<file path="src/rtl/wallace_mac_16.sv">
// wallace_mac_16: a multiply-accumulate stage built around a Wallace-tree
// 16x16 multiplier.
//
// It accepts a stream of unsigned operand pairs over a valid/ready handshake
// and sums their products into a wide accumulator. When the beat flagged
// "last" has been summed, it presents the dot product on an output
// valid/ready handshake.
//
// Ports (wallace_mac_16):
//   clk          clock, all state updates on the rising edge
//   rst          synchronous active-high reset
//   in_valid     operand beat valid
//   in_ready     block can accept a beat this cycle (registered)
//   in_a, in_b   unsigned 16-bit operands
//   in_last      beat closes the current dot product
//   out_valid    result valid (registered)
//   out_ready    downstream accepts the result
//   out_acc      accumulated sum, modulo 2^ACC_WIDTH
//   out_count    number of beats summed, saturating
//   out_overflow sticky carry-out of the accumulator
//
// Ports (wallace_16bit):
//   a_i, b_i     unsigned 16-bit operands
//   product_o    exact 32-bit product

module wallace_16bit (
  input  logic [15:0] a_i,
  input  logic [15:0] b_i,
  output logic [31:0] product_o
);

  // Reduce the 16 partial-product rows with layers of 3:2 carry-save adders.
  // Row counts per layer are 16 -> 11 -> 8 -> 6 -> 4 -> 3 -> 2.
  // The final two rows are then summed by one carry-propagate adder.
  // Each carry row is truncated to 32 bits. This is safe because every
  // row is non-negative and the exact product fits in 32 bits.
  function automatic logic [31:0] wallaceReduce(input logic [15:0] a,
                                                input logic [15:0] b);
    logic [31:0] rows [16];
    logic [31:0] nxt  [16];
    logic [31:0] x, y, z;
    int n;
    int m;
    for (int i = 0; i < 16; i++) begin
      rows[4'(i)] = b[4'(i)] ? ({16'b0, a} << i) : 32'b0;
    end
    n = 16;
    for (int stage = 0; stage < 6; stage++) begin
      m = 0;
      for (int k = 0; k < 16; k++) begin
        nxt[4'(k)] = 32'b0;
      end
      for (int g = 0; g < 5; g++) begin
        if (3 * g + 2 < n) begin
          x = rows[4'(3 * g)];
          y = rows[4'(3 * g + 1)];
          z = rows[4'(3 * g + 2)];
          nxt[4'(m)]     = x ^ y ^ z;
          nxt[4'(m + 1)] = ((x & y) | (x & z) | (y & z)) << 1;
          m = m + 2;
        end
      end
      // Rows left over after grouping by three pass straight to the next layer.
      for (int r = 0; r < 2; r++) begin
        if (3 * (n / 3) + r < n) begin
          nxt[4'(m)] = rows[4'(3 * (n / 3) + r)];
          m = m + 1;
        end
      end
      rows = nxt;
      n = m;
    end
    return rows[0] + rows[1];
  endfunction

  // The multiplier is purely combinational; the caller registers around it.
  always_comb begin
    product_o = wallaceReduce(a_i, b_i);
  end

endmodule

module wallace_mac_16 #(
  parameter int ACC_WIDTH = 40,
  parameter int CNT_WIDTH = 9
) (
  input  logic                 clk,
  input  logic                 rst,
  input  logic                 in_valid,
  output logic                 in_ready,
  input  logic [15:0]          in_a,
  input  logic [15:0]          in_b,
  input  logic                 in_last,
  output logic                 out_valid,
  input  logic                 out_ready,
  output logic [ACC_WIDTH-1:0] out_acc,
  output logic [CNT_WIDTH-1:0] out_count,
  output logic                 out_overflow
);

  typedef enum logic [0:0] {ACCUM, HOLD} state_t;

  state_t               state_q, state_d;
  logic                 inReady_q, inReady_d;
  logic                 outValid_q, outValid_d;
  logic                 s1Valid_q, s1Valid_d;
  logic                 s1Last_q, s1Last_d;
  logic [15:0]          s1A_q, s1A_d;
  logic [15:0]          s1B_q, s1B_d;
  logic                 s2Valid_q, s2Valid_d;
  logic                 s2Last_q, s2Last_d;
  logic [31:0]          s2Prod_q, s2Prod_d;
  logic [ACC_WIDTH-1:0] acc_q, acc_d;
  logic [CNT_WIDTH-1:0] count_q, count_d;
  logic                 ovf_q, ovf_d;

  logic                 accept;
  logic [31:0]          product;
  logic [ACC_WIDTH:0]   accSum;

  wallace_16bit uMul (
    .a_i       (s1A_q),
    .b_i       (s1B_q),
    .product_o (product)
  );

  // Next-state logic for the two pipeline stages, the accumulator and the FSM.
  // in_ready is registered and computed from next-state values.
  // It therefore drops the cycle after a last beat is accepted.
  // It rises the cycle after the result handshake.
  always_comb begin
    accept    = in_valid && inReady_q;

    s1Valid_d = accept;
    s1Last_d  = accept && in_last;
    s1A_d     = accept ? in_a : s1A_q;
    s1B_d     = accept ? in_b : s1B_q;

    s2Valid_d = s1Valid_q;
    s2Last_d  = s1Valid_q && s1Last_q;
    s2Prod_d  = s1Valid_q ? product : s2Prod_q;

    accSum    = {1'b0, acc_q} + (ACC_WIDTH + 1)'(s2Prod_q);

    acc_d     = acc_q;
    count_d   = count_q;
    ovf_d     = ovf_q;
    state_d   = state_q;

    case (state_q)
      ACCUM: begin
        if (s2Valid_q) begin
          acc_d   = accSum[ACC_WIDTH-1:0];
          count_d = (&count_q) ? count_q : count_q + 1'b1;
          ovf_d   = ovf_q | accSum[ACC_WIDTH];
          if (s2Last_q) begin
            state_d = HOLD;
          end
        end
      end
      HOLD: begin
        if (out_ready) begin
          acc_d   = '0;
          count_d = '0;
          ovf_d   = 1'b0;
          state_d = ACCUM;
        end
      end
      default: state_d = ACCUM;
    endcase

    inReady_d  = (state_d == ACCUM) && !s1Last_d && !s2Last_d;
    outValid_d = (state_d == HOLD);
  end

  // Single state register.
  // Reset drops every in-flight beat and any partial sum.
  always_ff @(posedge clk) begin
    if (rst) begin
      state_q    <= ACCUM;
      inReady_q  <= 1'b0;
      outValid_q <= 1'b0;
      s1Valid_q  <= 1'b0;
      s1Last_q   <= 1'b0;
      s1A_q      <= '0;
      s1B_q      <= '0;
      s2Valid_q  <= 1'b0;
      s2Last_q   <= 1'b0;
      s2Prod_q   <= '0;
      acc_q      <= '0;
      count_q    <= '0;
      ovf_q      <= 1'b0;
    end else begin
      state_q    <= state_d;
      inReady_q  <= inReady_d;
      outValid_q <= outValid_d;
      s1Valid_q  <= s1Valid_d;
      s1Last_q   <= s1Last_d;
      s1A_q      <= s1A_d;
      s1B_q      <= s1B_d;
      s2Valid_q  <= s2Valid_d;
      s2Last_q   <= s2Last_d;
      s2Prod_q   <= s2Prod_d;
      acc_q      <= acc_d;
      count_q    <= count_d;
      ovf_q      <= ovf_d;
    end
  end

  assign in_ready     = inReady_q;
  assign out_valid    = outValid_q;
  assign out_acc      = acc_q;
  assign out_count    = count_q;
  assign out_overflow = ovf_q;

endmodule
</file>
<file path="config.mk">
export PLATFORM = sky130hd
export DESIGN_NAME = wallace_mac_16
export DESIGN_NICKNAME = d
export VERILOG_FILES = /design/src/rtl/wallace_mac_16.sv
export SDC_FILE = /design/constraint.sdc
export NUM_CORES = 1
export LEC_CHECK = 0
export BUFFER_PORTS_ARGS = -buffer_cell sky130_fd_sc_hd__clkbuf_2
export CORE_MARGIN = 2
export CORE_UTILIZATION = 41
export CTS_BUF_LIST = sky130_fd_sc_hd__clkbuf_8
export CTS_CLUSTER_SIZE = 40
export DETAILED_ROUTE_END_ITERATION = 8
export GPL_TIMING_DRIVEN = 0
export PLACE_DENSITY = 0.87
export SLEW_MARGIN = 20
export SYNTH_ARGS = -nofsm -noshare
export SYNTH_HDL_FRONTEND = slang
export SYNTH_SLANG_ARGS = --single-unit
</file>
<file path="constraint.sdc">
create_clock -name clk -period 4.7 [get_ports clk]
set_input_delay 0.235 -clock clk [delete_from_list [all_inputs] [get_ports clk]]
set_output_delay 0.235 -clock clk [all_outputs]
set_load 0.1 [all_outputs]
</file>
Word level (Yosys, flattened, before mapping) --
Index checks and enable logic that the tools add are counted.
Word-level totals: flip-flop bits (word level) 56, bits of input ports 37, output and inout port bits 52, word-level logic and storage cells 38
Cells by class: $add $sub $neg 1, equality and inequality tests 4, muxes and demuxes 12, bitwise logic cells 2, reductions and logical operators 10
Operators by type and width (count):
- $mux 40 | 2
- $mux 9 | 3
- $pmux 9 s2 | 1
- $add 9x1->9 const B | 1
- $reduce_and 9->1 | 1
- $ne 2x2->1 const B | 4
- $reduce_and 3->1 | 2
- $logic_and 1x1->1 | 5
- $mux 1 | 5
- $logic_not 1->1 | 2
- $not 1->1 | 2
- $pmux 1 s2 | 1

Depth between registers and ports, before layout --
Gate-level depths: netlist (run 1).
word-level depth 6, depth in mapped cells 8, mapped depth without buffers 7

Cells and area by module --
A second synthesis (run 1) with hierarchy kept.
Second synthesis, totals: cells, all modules 768, area, all modules 6366.1 µm²
Modules (own cells, without submodules):
- wallace_mac_16 | instances 1, cells each 735, area each 6122.1 µm²
- wallace_16bit | instances 1, cells each 33, area each 244.0 µm²

Worst setup path before layout (run 1) --
OpenSTA, ideal clock, no wires.
kind register -> register, start reg count_q[0], in the netlist out_count[0], end reg count_q[2], in the netlist out_count[2], setup time 0.064 ns, arrival 2.345 ns, setup slack 2.291 ns, cell stages (with the launch flop) 9, buffers on the path 1, clock period less this slack 2.409 ns, cell sequence dfxtp_1 -> ha_1 -> nand3_1 -> nor2_1 -> ha_1 -> or3b_4 -> buf_6 -> a2111o_1 -> nand2_1
On the way: cells in the longest elaborated chain, start to end 4
Ends and longest elaborated chain:
- from (decl) | line 114 | logic [CNT_WIDTH-1:0] count_q, count_d;
- from (signal assigned) | line 205 | count_q <= count_d;
- $add 9x1->9 | line 154 | count_d = (&count_q) ? count_q : count_q + 1'b1;
- $mux 9 | line 154
- $mux 9 | line 152 | if (s2Valid_q) begin
- $pmux 9 s2 | line 150 | case (state_q)
Several ways; a longest one is shown, not always the timed one. The select of a mux whose other input is x is not followed. A chain may end at the register's enable or synchronous reset.

Worst setup path after layout (run 1) --
start reg count_q[0], in the netlist out_count[0], end reg count_q[3], in the netlist out_count[3]
Same word-level chain as after synthesis.

==> metrics.cfg, run 1 <==
[worst_setup_path]
worst-setup-path-type = flip-flop to flip-flop
critical_path.reg2reg.startpoint = out_count[0]
rr_worst_depth = 8
endpoint_kind = flip-flop
worst_ep_required_time_ns = 4.89
cp.arrival_ns = 2.16
critPathLaunch = out_count[0]
maximum_net_fanout_on_the_critical_path = 10
critPathLaunchType = flip-flop

[timing]
max_freq_mhz = 509.3
worst-slew-pin-transition_ns = 0.5485
clock_skew_ns = 0.002262
fin_crit_sh = 0.4177
period_needed_ns = 1.963
report.final.setup_viol = 0
hold_viol = 0
timing.hold.ws_ns = 0.2007
slew-limit-headroom = 0.6359
rsz_0062_raised_after_global_routing = false
finalMaxSlewViolations = 0
fin_setup_tns_ns = 0

[global_route]
overflow_left_after_global_routing = 0
grt_util_all_layers = 0.1191
initial_antenna_violation_count = 0
grt_start_max_net_pins = 11
wire_length_of_the_first_global_routing_pass_mm = 2.421
number_of_global_route_vias_before_repair = 589

[placement]
port-buffer-count = 15
dp_hpwl_mm = 1.349
post_dp_cell_area_um2 = 1257
gp_routability_congestion = 0.8298

[min_path]
hold_path_depth = 2
worstHoldStart = in_last
timing.hold.worst.class = input pin to flip-flop

[cells_and_area]
synthToLayoutAreaGrowth_pct = 30.74
antenna_cells = 0
post_route_cells_drive_above_1_share = 0.3736
final_design_area_no_fill_um2 = 1304
highest_count_cells_in_the_layout_ignoring_fill_and_taps = 41 x sky130_fd_sc_hd__buf_4, 41 x sky130_fd_sc_hd__conb_1, 15 x sky130_fd_sc_hd__dfxtp_1, 15 x sky130_fd_sc_hd__clkbuf_2, 12 x sky130_fd_sc_hd__nand2_1
final_nets = 214
fin_util = 0.5782

[die]
die-area_um2 = 2842
fp-row-count = 17
die_w_um = 53.32
boundaryPins = 89
starting_utilization_of_the_core_area = 0.4423
fp.coreArea_um2 = 2255
die_h_um = 53.32

[synth]
synth_simple_gate_area_share = 0.1719
yosys.area_share.xor_xnor = 0
synth-seq-cells = 15
synthMuxAreaShare = 0.04015
post_synth_inst_count = 115
ys.warnings.count = 0
yosys-top-cells-area = sky130_fd_sc_hd__buf_4 31%, sky130_fd_sc_hd__dfxtp_1 30%, sky130_fd_sc_hd__nand2_1 4.5%
yosysTopAreaCellShare = 0.3087
synthesis.area_um2 = 997.2
synth-compound-area-share = 0.1255
yosys.area.top_type = sky130_fd_sc_hd__buf_4
synth_async_sr_flop_share = 0
post_synth.cell_area_avg_um2 = 8.671
postSynth.topFlopCell = sky130_fd_sc_hd__dfxtp_1
synth_seq_area_share = 0.3011
synth_cell_type_count = 25
synth_top_family_by_area = buffers and inverters
synth_edf_count = 0
synth_area_in_adders = 0.02509

[drt]
routed_wire_length_per_instance_um = 8.129
drt_iter0_markers = 6
vias = 799
antenna_violating_nets_post_route = 0
viasPerCell = 3.955
wl_mm = 1.642
drt-pass1-iter-count = 4
drcViolationCount = 0

[status]
outcome = completed

[cts]
ctsHtreeMaxLevel = 1
tritoncts_num_sinks = 15
post_cts_setup_buffer_count = 0
clock_path_buffers = 2
cts_tree = yes
post_cts.resized_instances = 0
clockRootBuffer = sky130_fd_sc_hd__clkbuf_8
cts.clk_slew.worst_paths_ns = 0.06
post_cts_hold_buffer_count = 0
clkLatencyLatePin_ns = 0.25
cts_buffers = 3

[pwr]
pwr_cell_area_nw_per_um2 = 323.0
max-vdd-ir-drop_v = 0.0002407
finalPower_w = 0.0004211
static-leakage-power_nw = 0.7007

[flow_run]
drv.max_cap_violation_count = 0

[critical path: stages (launching register included)]
cell and delay [ns]:
sky130_fd_sc_hd__dfxtp_1 0.34, sky130_fd_sc_hd__ha_1 0.25, sky130_fd_sc_hd__nand3_1 0.09, sky130_fd_sc_hd__nor2_1 0.05, sky130_fd_sc_hd__ha_1 0.19, sky130_fd_sc_hd__or3b_4 0.41, sky130_fd_sc_hd__buf_6 0.15, sky130_fd_sc_hd__a2111o_1 0.35
sky130_fd_sc_hd__nand2_1 0.07
[cells in the mapped netlist (3+ instances only)]
master / instances
sky130_fd_sc_hd__nand2b_1: 4
sky130_fd_sc_hd__dfxtp_1: 15
sky130_fd_sc_hd__a21oi_1: 4
sky130_fd_sc_hd__a2111o_1: 3
sky130_fd_sc_hd__nand3_1: 7
sky130_fd_sc_hd__nand2_1: 12
sky130_fd_sc_hd__and2_1: 3
sky130_fd_sc_hd__buf_4: 41
sky130_fd_sc_hd__mux2i_1: 4
sky130_fd_sc_hd__o2111ai_1: 3
[final timing paths]
check                  to  slack, ns
min              s1Last_q       0.20
min reg2reg      in_ready       0.45
max          out_count[3]       2.74
max reg2reg  out_count[3]       2.74
[layout make-up]
cell class | count | area, um2
fill | 210 | 950.9
clock inverter | 1 | 5.005
timing repair buffer | 15 | 75.07
sequential | 15 | 300.3
clock buffer | 3 | 41.29
multi-input combinational | 95 | 515.5
buffer | 43 | 324.1
tap | 28 | 35.03
inverter | 2 | 7.507
[flip-flops by register name, indices dropped and copies added, names as in the netlist]
register and count:
in_ready 1, out_count 9, out_valid 1, s1Last_q 1, s1Valid_q 1, s2Last_q 1, s2Valid_q 1
[per-layer routing]
| metal | vias to the layer above | routed length, um | GRT usage | part of all wire |
|---|---|---|---|---|
| met5 | - | 0 | 0 | 0 |
| met4 | 0 | 0 | 0.05128 | 0 |
| met3 | 0 | 215 | 0.05650 | 0.13 |
| met2 | 42 | 760 | 0.1893 | 0.46 |
| met1 | 327 | 666 | 0.1344 | 0.41 |
| li1 | 430 | - | - | - |
[logic make-up (layout without fill, tap and decap cells)]
| kind of cell | count (synthesis) | in the layout |
|---|---|---|
| other | 1 | 41 |
| buffers and inverters | 45 | 64 |
| adder cells (fa/ha/maj) | 2 | 2 |
| AND/OR/NAND/NOR | 33 | 33 |
| flip-flops | 15 | 15 |
| multiplexers | 4 | 4 |
| AO/OA/AOI/OAI | 15 | 15 |
[metrics by stage]
| step | std cells | worst slack [ns] |
|---|---|---|
| global route | 202 | 2.637 |
| detailed placement | 198 | 2.746 |
| floorplan | 155 | 2.291 |
| CTS | 202 | 2.728 |
| finish | 202 | 2.737 |
| global placement | 198 | 2.776 |
[power breakdown]
group	total [W]	switching (W)	internal, W
Clock	0.000104	0.0000455	0.0000587
Sequential	0.000130	0.00000103	0.000129
Combinational	0.000187	0.000159	0.0000281
Total	0.000421	0.000205	0.000216
Power figures use the tool's default switching activity.
==> inputs of run 2 (changes only) <==
- CORE_UTILIZATION: 41 -> 35
- PLACE_DENSITY: 0.87 -> 0.79
- clock period: 4.7 -> 1.6 ns (I/O delays scaled with it)
==> run 2 against run 1 <==
Against the previous run: the run now ends with setup timing left; setup slack worse by 3.0 ns; non-clock buffer count up 6; sequential power rose to 2.9 times the previous value; largest cell class unchanged; largest power group unchanged.
==> metrics.cfg, run 2 (same netlist as run 1, synthesis figures left out) <==
[worst_setup_path]
rr_worst_depth = 8  ; unchanged
worst_ep_required_time_ns = 1.78  ; -3.11 ns
cp.arrival_ns = 2.02  ; -0.14 ns
critical_path.reg2reg.startpoint = out_count[0]
endpoint_kind = flip-flop
cp_slowest_stage_delay_ns = 0.39  ; -0.02 ns
critPathLaunchType = flip-flop
worst-setup-path-type = flip-flop to flip-flop
critical_path.cell_chain = ha_4, nand3_2, nor2_1, ha_2, or3b_4, buf_6, a211oi_4, mux2i_1
r2r_slack_ns = -0.24  ; -2.98 ns
cp_slowest_cell = sky130_fd_sc_hd__or3b_4
critical_path.n_buffers_inverters = 1  ; unchanged
timing.rr.end = out_count[7]
maximum_net_fanout_on_the_critical_path = 8  ; -2
critical_path.top_delay_family = simple AND/OR/NAND/NOR gates

[cells_and_area]
post_route_cells_drive_above_1_share = 0.4778  ; +0.1042
highest_count_cells_in_the_layout_ignoring_fill_and_taps = 47 x sky130_fd_sc_hd__buf_4, 41 x sky130_fd_sc_hd__conb_1, 15 x sky130_fd_sc_hd__clkbuf_2, 12 x sky130_fd_sc_hd__nand2_1, 6 x sky130_fd_sc_hd__dfxtp_4
layout.area.seq_um2 = 327.8  ; +9.2%
layout.cells.most_common = sky130_fd_sc_hd__buf_4
final_nets = 220  ; +2.8%
synthToLayoutAreaGrowth_pct = 42.41
area_of_combinational_cells_with_multiple_inputs_um2 = 556.8  ; +8.0%
finish.cell_count_without_fillers = 211  ; +4.5%
largest_register_ffs = 9  ; unchanged
final_design_area_no_fill_um2 = 1420  ; +8.9%
antenna_cells = 0  ; unchanged
fillCellCount = 276  ; +31%

[placement]
port-buffer-count = 15  ; unchanged
dp.cells = 201  ; +1.5%
post_dp_cell_area_um2 = 1314  ; +4.5%
gp_routability_congestion = 0.7314  ; -12%
dp_hpwl_mm = 1.397  ; +3.6%
place_worst_setup_slack_ns = -0.2522  ; -2.998 ns

[timing]
fin_crit_sh = 1.150  ; +0.7321
slew-limit-headroom = 0.6383  ; +0.002363
rsz_0062_raised_after_global_routing = true
report.final.setup_viol = 9  ; +9
finalMaxSlewViolations = 0  ; unchanged
final_critical_path_setup_slack_ns = -0.2397  ; -2.976 ns
worst-slew-pin-transition_ns = 0.5449  ; -0.003558 ns
period_needed_ns = 1.840  ; -0.1237 ns
hold_viol = 0  ; unchanged
fin_setup_tns_ns = -1.514  ; -1.514 ns
clock_skew_ns = 0.004704  ; +0.002442 ns
max_freq_mhz = 543.6  ; +6.7%

[pwr]
pwr_cell_area_nw_per_um2 = 865.2  ; +170%
power_switching_w = 0.0006045  ; +190%
share_clk_of_total_power = 0.247  ; about the same
power_report.internal_total_w = 0.0006242  ; +190%
finalPower_w = 0.001229  ; +190%
max-vdd-ir-drop_v = 0.0005782  ; +140%
p_seq_frac = 0.303  ; -0.006
netSwitchingFraction = 0.4920  ; +0.004244
power.share.combinational = 0.450  ; +0.006
static-leakage-power_nw = 0.7341  ; +4.8%

[die]
die_h_um = 57.38  ; +7.6%
fp-row-count = 19  ; +2
boundaryPins = 89  ; unchanged
fp.coreArea_um2 = 2734  ; +21%
starting_utilization_of_the_core_area = 0.3648  ; -0.07753
die_w_um = 57.38  ; +7.6%
die-area_um2 = 3292  ; +16%

[cts]
clockRootBuffer = sky130_fd_sc_hd__clkbuf_8
ctsHtreeMaxLevel = 1  ; unchanged
cts_tree = yes
cts_buffers = 3  ; unchanged
tritoncts_num_sinks = 15  ; unchanged
cts.clk_slew.worst_paths_ns = 0.06  ; about the same
clkLatencyLatePin_ns = 0.25  ; about the same
clock_path_buffers = 2  ; unchanged

[min_path]
timing.hold.worst.class = input pin to flip-flop
worstHoldEndpoint = s1Last_q
hold_path_depth = 2  ; unchanged
worstHoldStart = in_last

[drt]
antenna_violating_nets_post_route = 0  ; unchanged
vias = 836  ; +4.6%
wl_mm = 1.846  ; +12%
drt_iter0_markers = 13  ; +7
drcViolationCount = 0  ; unchanged
routed_wire_length_per_instance_um = 8.749  ; +7.6%
drt-pass1-iter-count = 4  ; unchanged
viasPerCell = 3.962  ; +0.17%

[global_route]
grt_util_all_layers = 0.1125  ; -0.006620
grt_start_max_net_pins = 11  ; unchanged
initial_antenna_violation_count = 0  ; unchanged
number_of_global_route_vias_before_repair = 656  ; +11%
overflow_left_after_global_routing = 0  ; unchanged
wire_length_of_the_first_global_routing_pass_mm = 2.842  ; +17%

[status]
violations = setup timing
outcome = finished with violations

[flow_run]
drv.max_cap_violation_count = 0  ; unchanged

run 2: changes by cell type in the layout (fill, tap and decap cells not counted), moves of 2 or more:
cell / change
sky130_fd_sc_hd__dfxtp_1: -10
sky130_fd_sc_hd__buf_4: +6
sky130_fd_sc_hd__dfxtp_4: +6
sky130_fd_sc_hd__dfxtp_2: +4
sky130_fd_sc_hd__ha_1: -2
sky130_fd_sc_hd__nand3_1: -2
sky130_fd_sc_hd__nand3_2: +2
run 2: worst max path at each step:
| stage | startpoint | to | slack [ns] | cells past startpoint |
|---|---|---|---|---|
| 6_report | out_count[0] | out_count[7] | -0.24 | 8 |
| 5_1_grt | out_count[0] | out_count[7] | -0.30 | 8 |
| 4_1_cts | out_count[0] | out_count[4] | -0.26 | 8 |
| 3_5_place_dp | out_count[0] | out_count[7] | -0.25 | 8 |
| 3_3_place_gp | out_count[0] | out_count[3] | -0.23 | 8 |
| 2_1_floorplan | out_count[1] | out_count[2] | -0.32 | 8 |
run 2: power by group through the flow:
stage | Combinational, W | Sequential, W | Clock (W)
2_1_floorplan | 0.000511 | 0.000400 | 0
5_1_grt | 0.000566 | 0.000372 | 0.000336
3_5_place_dp | 0.000546 | 0.000381 | 0
3_3_place_gp | 0.000545 | 0.000381 | 0
4_1_cts | 0.000549 | 0.000372 | 0.000316
6_report | 0.000553 | 0.000372 | 0.000304
run 2: cell type report:
cell class                 instances  area share
buffer                            43      0.2282
timing repair buffer              21     0.08458
multi-input combinational         95      0.3921
clock buffer                       3     0.02907
inverter                           2    0.005286
clock inverter                     1    0.002643
sequential                        15      0.2308
tap                               31     0.02731
run 2: worst register-to-register path: stages, from the launching register on:
cell                       delay (ns)
sky130_fd_sc_hd__dfxtp_4         0.35
sky130_fd_sc_hd__ha_4            0.16
sky130_fd_sc_hd__nand3_2         0.06
sky130_fd_sc_hd__nor2_1          0.04
sky130_fd_sc_hd__ha_2            0.17
sky130_fd_sc_hd__or3b_4          0.39
sky130_fd_sc_hd__buf_6           0.15
sky130_fd_sc_hd__a211oi_4        0.23
sky130_fd_sc_hd__mux2i_1         0.20
run 2: stage by stage:
stage          utilization  hold WS (ns)
6_report            0.5195       0.04291
5_1_grt             0.5195       0.06393
4_1_cts             0.5108       0.04035
3_5_place_dp        0.4805        0.2995
3_3_place_gp        0.4805        0.3021
2_1_floorplan            -        0.1394
run 2: timing repair:
action                                  4_1_cts  5_1_grt
pin swaps                                     3        3
endpoints found under the setup margin        9        9
gates resized for setup                       1        2
setup buffers                                 4        2
hold buffers                                  0        0
run 2: per-layer routing:
metal | global-route usage | part of all wire | vias up
li1 | - | - | 442
met1 | 0.1207 | 0.39 | 360
met2 | 0.1834 | 0.51 | 29
met3 | 0.06349 | 0.088 | 5
met4 | 0.04319 | 0.0092 | 0
met5 | 0 | 0 | -
==> inputs of run 3 (changes only) <==
- ABC_AREA: not set -> 1
- RECOVER_POWER: not set -> 25
==> run 3 against run 2 <==
Against the previous run: worst hold slack got worse by 0.0037 ns; critical endpoint unchanged; the flow still finishes with violations (setup timing); sequential cell count stayed put; core utilization increased by 1.6 points; largest power group unchanged; via count increased by 2.0%; sequential power about the same.
==> metrics.cfg, run 3 <==
[placement]
port-buffer-count = 14  ; -1
gp_routability_congestion = 0.7829  ; +7.0%
dp_hpwl_mm = 1.321  ; -5.5%
place_worst_setup_slack_ns = 0.02051  ; +0.2727 ns

[synth]
ys.warnings.count = 0  ; unchanged
yosys.cell_count.top_type = sky130_fd_sc_hd__buf_4
synth_edf_count = 0  ; unchanged
synthesis.area_um2 = 1003  ; +0.63%
synth_seq_area_share = 0.2993  ; -0.001877
synth_top_cells_by_count = 41 x sky130_fd_sc_hd__buf_4, 21 x sky130_fd_sc_hd__nand2_1, 20 x sky130_fd_sc_hd__nor2_1
yosys.area.top_type = sky130_fd_sc_hd__buf_4
synth_async_sr_flop_share = 0  ; unchanged
post_synth_inst_count = 139  ; +21%
postSynth.topFlopCell = sky130_fd_sc_hd__dfxtp_1
yosys-top-cells-area = sky130_fd_sc_hd__buf_4 31%, sky130_fd_sc_hd__dfxtp_1 30%, sky130_fd_sc_hd__nand2_1 7.9%
yosysTopAreaCellShare = 0.3067  ; -0.001924
synth_cell_type_count = 17  ; -32%
post_synth.cell_area_avg_um2 = 7.219  ; -17%
synth-seq-cells = 15  ; unchanged

[cells_and_area]
fin_util = 0.5359  ; +0.01648
largest_register_ffs = 9  ; unchanged
synthToLayoutAreaGrowth_pct = 46.01
post_route_cells_drive_above_1_share = 0.5024  ; +0.02466
final_nets = 245  ; +11%
antenna_cells = 0  ; unchanged
layout.cells.most_common = sky130_fd_sc_hd__buf_4
area_of_combinational_cells_with_multiple_inputs_um2 = 543.0  ; -2.5%
fillCellCount = 281  ; +1.8%
highest_count_cells_in_the_layout_ignoring_fill_and_taps = 47 x sky130_fd_sc_hd__buf_4, 41 x sky130_fd_sc_hd__conb_1, 19 x sky130_fd_sc_hd__nor2_1, 18 x sky130_fd_sc_hd__nand2_1, 14 x sky130_fd_sc_hd__clkbuf_2
layout.area.seq_um2 = 325.3  ; -0.76%

[global_route]
initial_antenna_violation_count = 0  ; unchanged
grt_start_max_net_pins = 11  ; unchanged
number_of_global_route_vias_before_repair = 664  ; +1.2%
grt_util_all_layers = 0.1061  ; -0.006387
overflow_left_after_global_routing = 0  ; unchanged
wire_length_of_the_first_global_routing_pass_mm = 2.704  ; -4.9%

[pwr]
power.share.combinational = 0.452  ; +0.002
static-leakage-power_nw = 0.8276  ; +13%
max-vdd-ir-drop_v = 0.0005111  ; -12%
p_seq_frac = 0.303  ; about the same
netSwitchingFraction = 0.4895  ; -0.002495
share_clk_of_total_power = 0.245  ; -0.002
power_switching_w = 0.0006060  ; +0.25%
finalPower_w = 0.001238  ; +0.76%
power_report.internal_total_w = 0.0006320  ; +1.3%
pwr_cell_area_nw_per_um2 = 845.0  ; -2.3%

[timing]
report.final.setup_viol = 1  ; -8
hold_viol = 0  ; unchanged
final_critical_path_setup_slack_ns = -0.004557  ; +0.2351 ns
slew-limit-headroom = 0.6348  ; -0.003406
clock_skew_ns = 0.003738  ; -0.0009661 ns
worst-slew-pin-transition_ns = 0.5501  ; +0.005131 ns
fin_crit_sh = 1.003  ; -0.1470
rsz_0062_raised_after_global_routing = true
max_freq_mhz = 623.2  ; +15%
finalMaxSlewViolations = 0  ; unchanged
period_needed_ns = 1.605  ; -0.2351 ns

[drt]
drt-pass1-iter-count = 3  ; -1
antenna_violating_nets_post_route = 0  ; unchanged
wl_mm = 1.740  ; -5.7%
routed_wire_length_per_instance_um = 7.373  ; -16%
drcViolationCount = 0  ; unchanged
vias = 853  ; +2.0%
drt_iter0_markers = 8  ; -5
viasPerCell = 3.614  ; -8.8%

[die]
die_w_um = 57.55  ; +0.30%
die-area_um2 = 3311  ; +0.59%
die_h_um = 57.55  ; +0.30%
fp-row-count = 19  ; unchanged
fp.coreArea_um2 = 2734  ; unchanged
boundaryPins = 89  ; unchanged
starting_utilization_of_the_core_area = 0.3670  ; +0.002288

[cts]
cts_tree = yes
cts.clk_slew.worst_paths_ns = 0.06  ; about the same
clkLatencyLatePin_ns = 0.25  ; about the same
clockRootBuffer = sky130_fd_sc_hd__clkbuf_8
ctsHtreeMaxLevel = 1  ; unchanged
cts_buffers = 3  ; unchanged
post_cts_hold_buffer_count = 0  ; unchanged
tritoncts_num_sinks = 15  ; unchanged
clock_path_buffers = 2  ; unchanged

[worst_setup_path]
worst-setup-path-type = flip-flop to flip-flop
cp.arrival_ns = 1.75  ; -0.27 ns
worst_ep_required_time_ns = 1.74  ; -0.04 ns
endpoint_kind = flip-flop
maximum_net_fanout_on_the_critical_path = 5  ; -3
r2r_slack_ns = -0.005  ; +0.24 ns
rr_worst_depth = 13  ; +5
critPathLaunchType = flip-flop

[flow_run]
drv.max_cap_violation_count = 0  ; unchanged

[min_path]
timing.hold.worst.class = input pin to flip-flop
hold_path_depth = 3  ; +1

[status]
outcome = finished with violations
violations = setup timing

run 3: cell count changes after synthesis, moves of 3 or more:
cell                        delta
sky130_fd_sc_hd__nor2_1       +19
sky130_fd_sc_hd__inv_1        +11
sky130_fd_sc_hd__nand2_1       +9
sky130_fd_sc_hd__nand2_2       +5
sky130_fd_sc_hd__mux2i_1       -4
sky130_fd_sc_hd__nand2b_1      -4
sky130_fd_sc_hd__a2111o_1      -3
sky130_fd_sc_hd__a21oi_1       +3
sky130_fd_sc_hd__and2_1        -3
sky130_fd_sc_hd__o2111ai_1     -3
run 3: kinds of logic after synthesis:
logic type	share of synthesized area
DFF	0.2993
adders and majority gates	0.02493
buffers and inverters	0.3641
and+or+nand+nor	0.2681
other	0.003737
AOI/OAI and AO/OA	0.03989
run 3: area by class of cell:
type | count | area share
clock buffer | 3 | 0.02818
clock inverter | 1 | 0.003416
tap | 31 | 0.02647
sequential | 15 | 0.2220
timing repair buffer | 22 | 0.09991
buffer | 42 | 0.2135
inverter | 14 | 0.03587
multi-input combinational | 108 | 0.3706
run 3: final timing paths:
| kind | from | end |
|---|---|---|
| worst max-delay path | out_count[0] | out_count[7] |
| worst min register to register | s1Valid_q | s2Valid_q |
| worst min-delay path | in_valid | s1Valid_q |
| worst max register to register | out_count[0] | out_count[7] |
run 3: metal layers:
metal	share of wire	GRT usage	up-vias	wire (um)
li1	-	-	472	-
met4	0.020	0.05980	0	34
met2	0.52	0.1786	30	897
met3	0.080	0.02948	3	139
met1	0.38	0.1198	348	668
met5	0	0	-	0
run 3: worst max-delay path: stages, from the launching register on:
cell                      delay, ns
sky130_fd_sc_hd__dfxtp_4       0.35
sky130_fd_sc_hd__ha_4          0.16
sky130_fd_sc_hd__nand2_2       0.06
sky130_fd_sc_hd__inv_2         0.04
sky130_fd_sc_hd__nand2_2       0.05
sky130_fd_sc_hd__nor2_2        0.04
sky130_fd_sc_hd__ha_2          0.17
sky130_fd_sc_hd__nor2_2        0.11
sky130_fd_sc_hd__nand2_2       0.08
sky130_fd_sc_hd__nand2_4       0.10
sky130_fd_sc_hd__buf_6         0.13
sky130_fd_sc_hd__nand3_1       0.08
sky130_fd_sc_hd__nand2_1       0.08
sky130_fd_sc_hd__nor2_1        0.04
run 3: power by group through the flow:
stage	combinational, W	sequential (W)	clock, W
3_3_place_gp	0.000544	0.000383	0
6_report	0.000560	0.000375	0.000304
3_5_place_dp	0.000545	0.000383	0
5_1_grt	0.000573	0.000375	0.000331
4_1_cts	0.000554	0.000374	0.000315
2_1_floorplan	0.000514	0.000403	0
run 3: metrics by stage:
step / setup TNS (ns) / hold slack (ns) / cells / instance area, um2
after global placement: 0 / 0.3027 / 224 / 1304
after global routing: -0.6573 / 0.04646 / 236 / 1465
final: -0.004557 / 0.03916 / 236 / 1465
after floorplan: -0.9537 / 0.2027 / 179 / 1195
after CTS: 0 / 0.03584 / 234 / 1414
after detailed placement: 0 / 0.3048 / 224 / 1304
run 3: repair_timing:
action | in CTS | in global routing
setup buffers | 6 | 2
setup endpoints to repair | 1 | 9
gates resized for setup | 4 | 13
pin swaps | 4 | 11
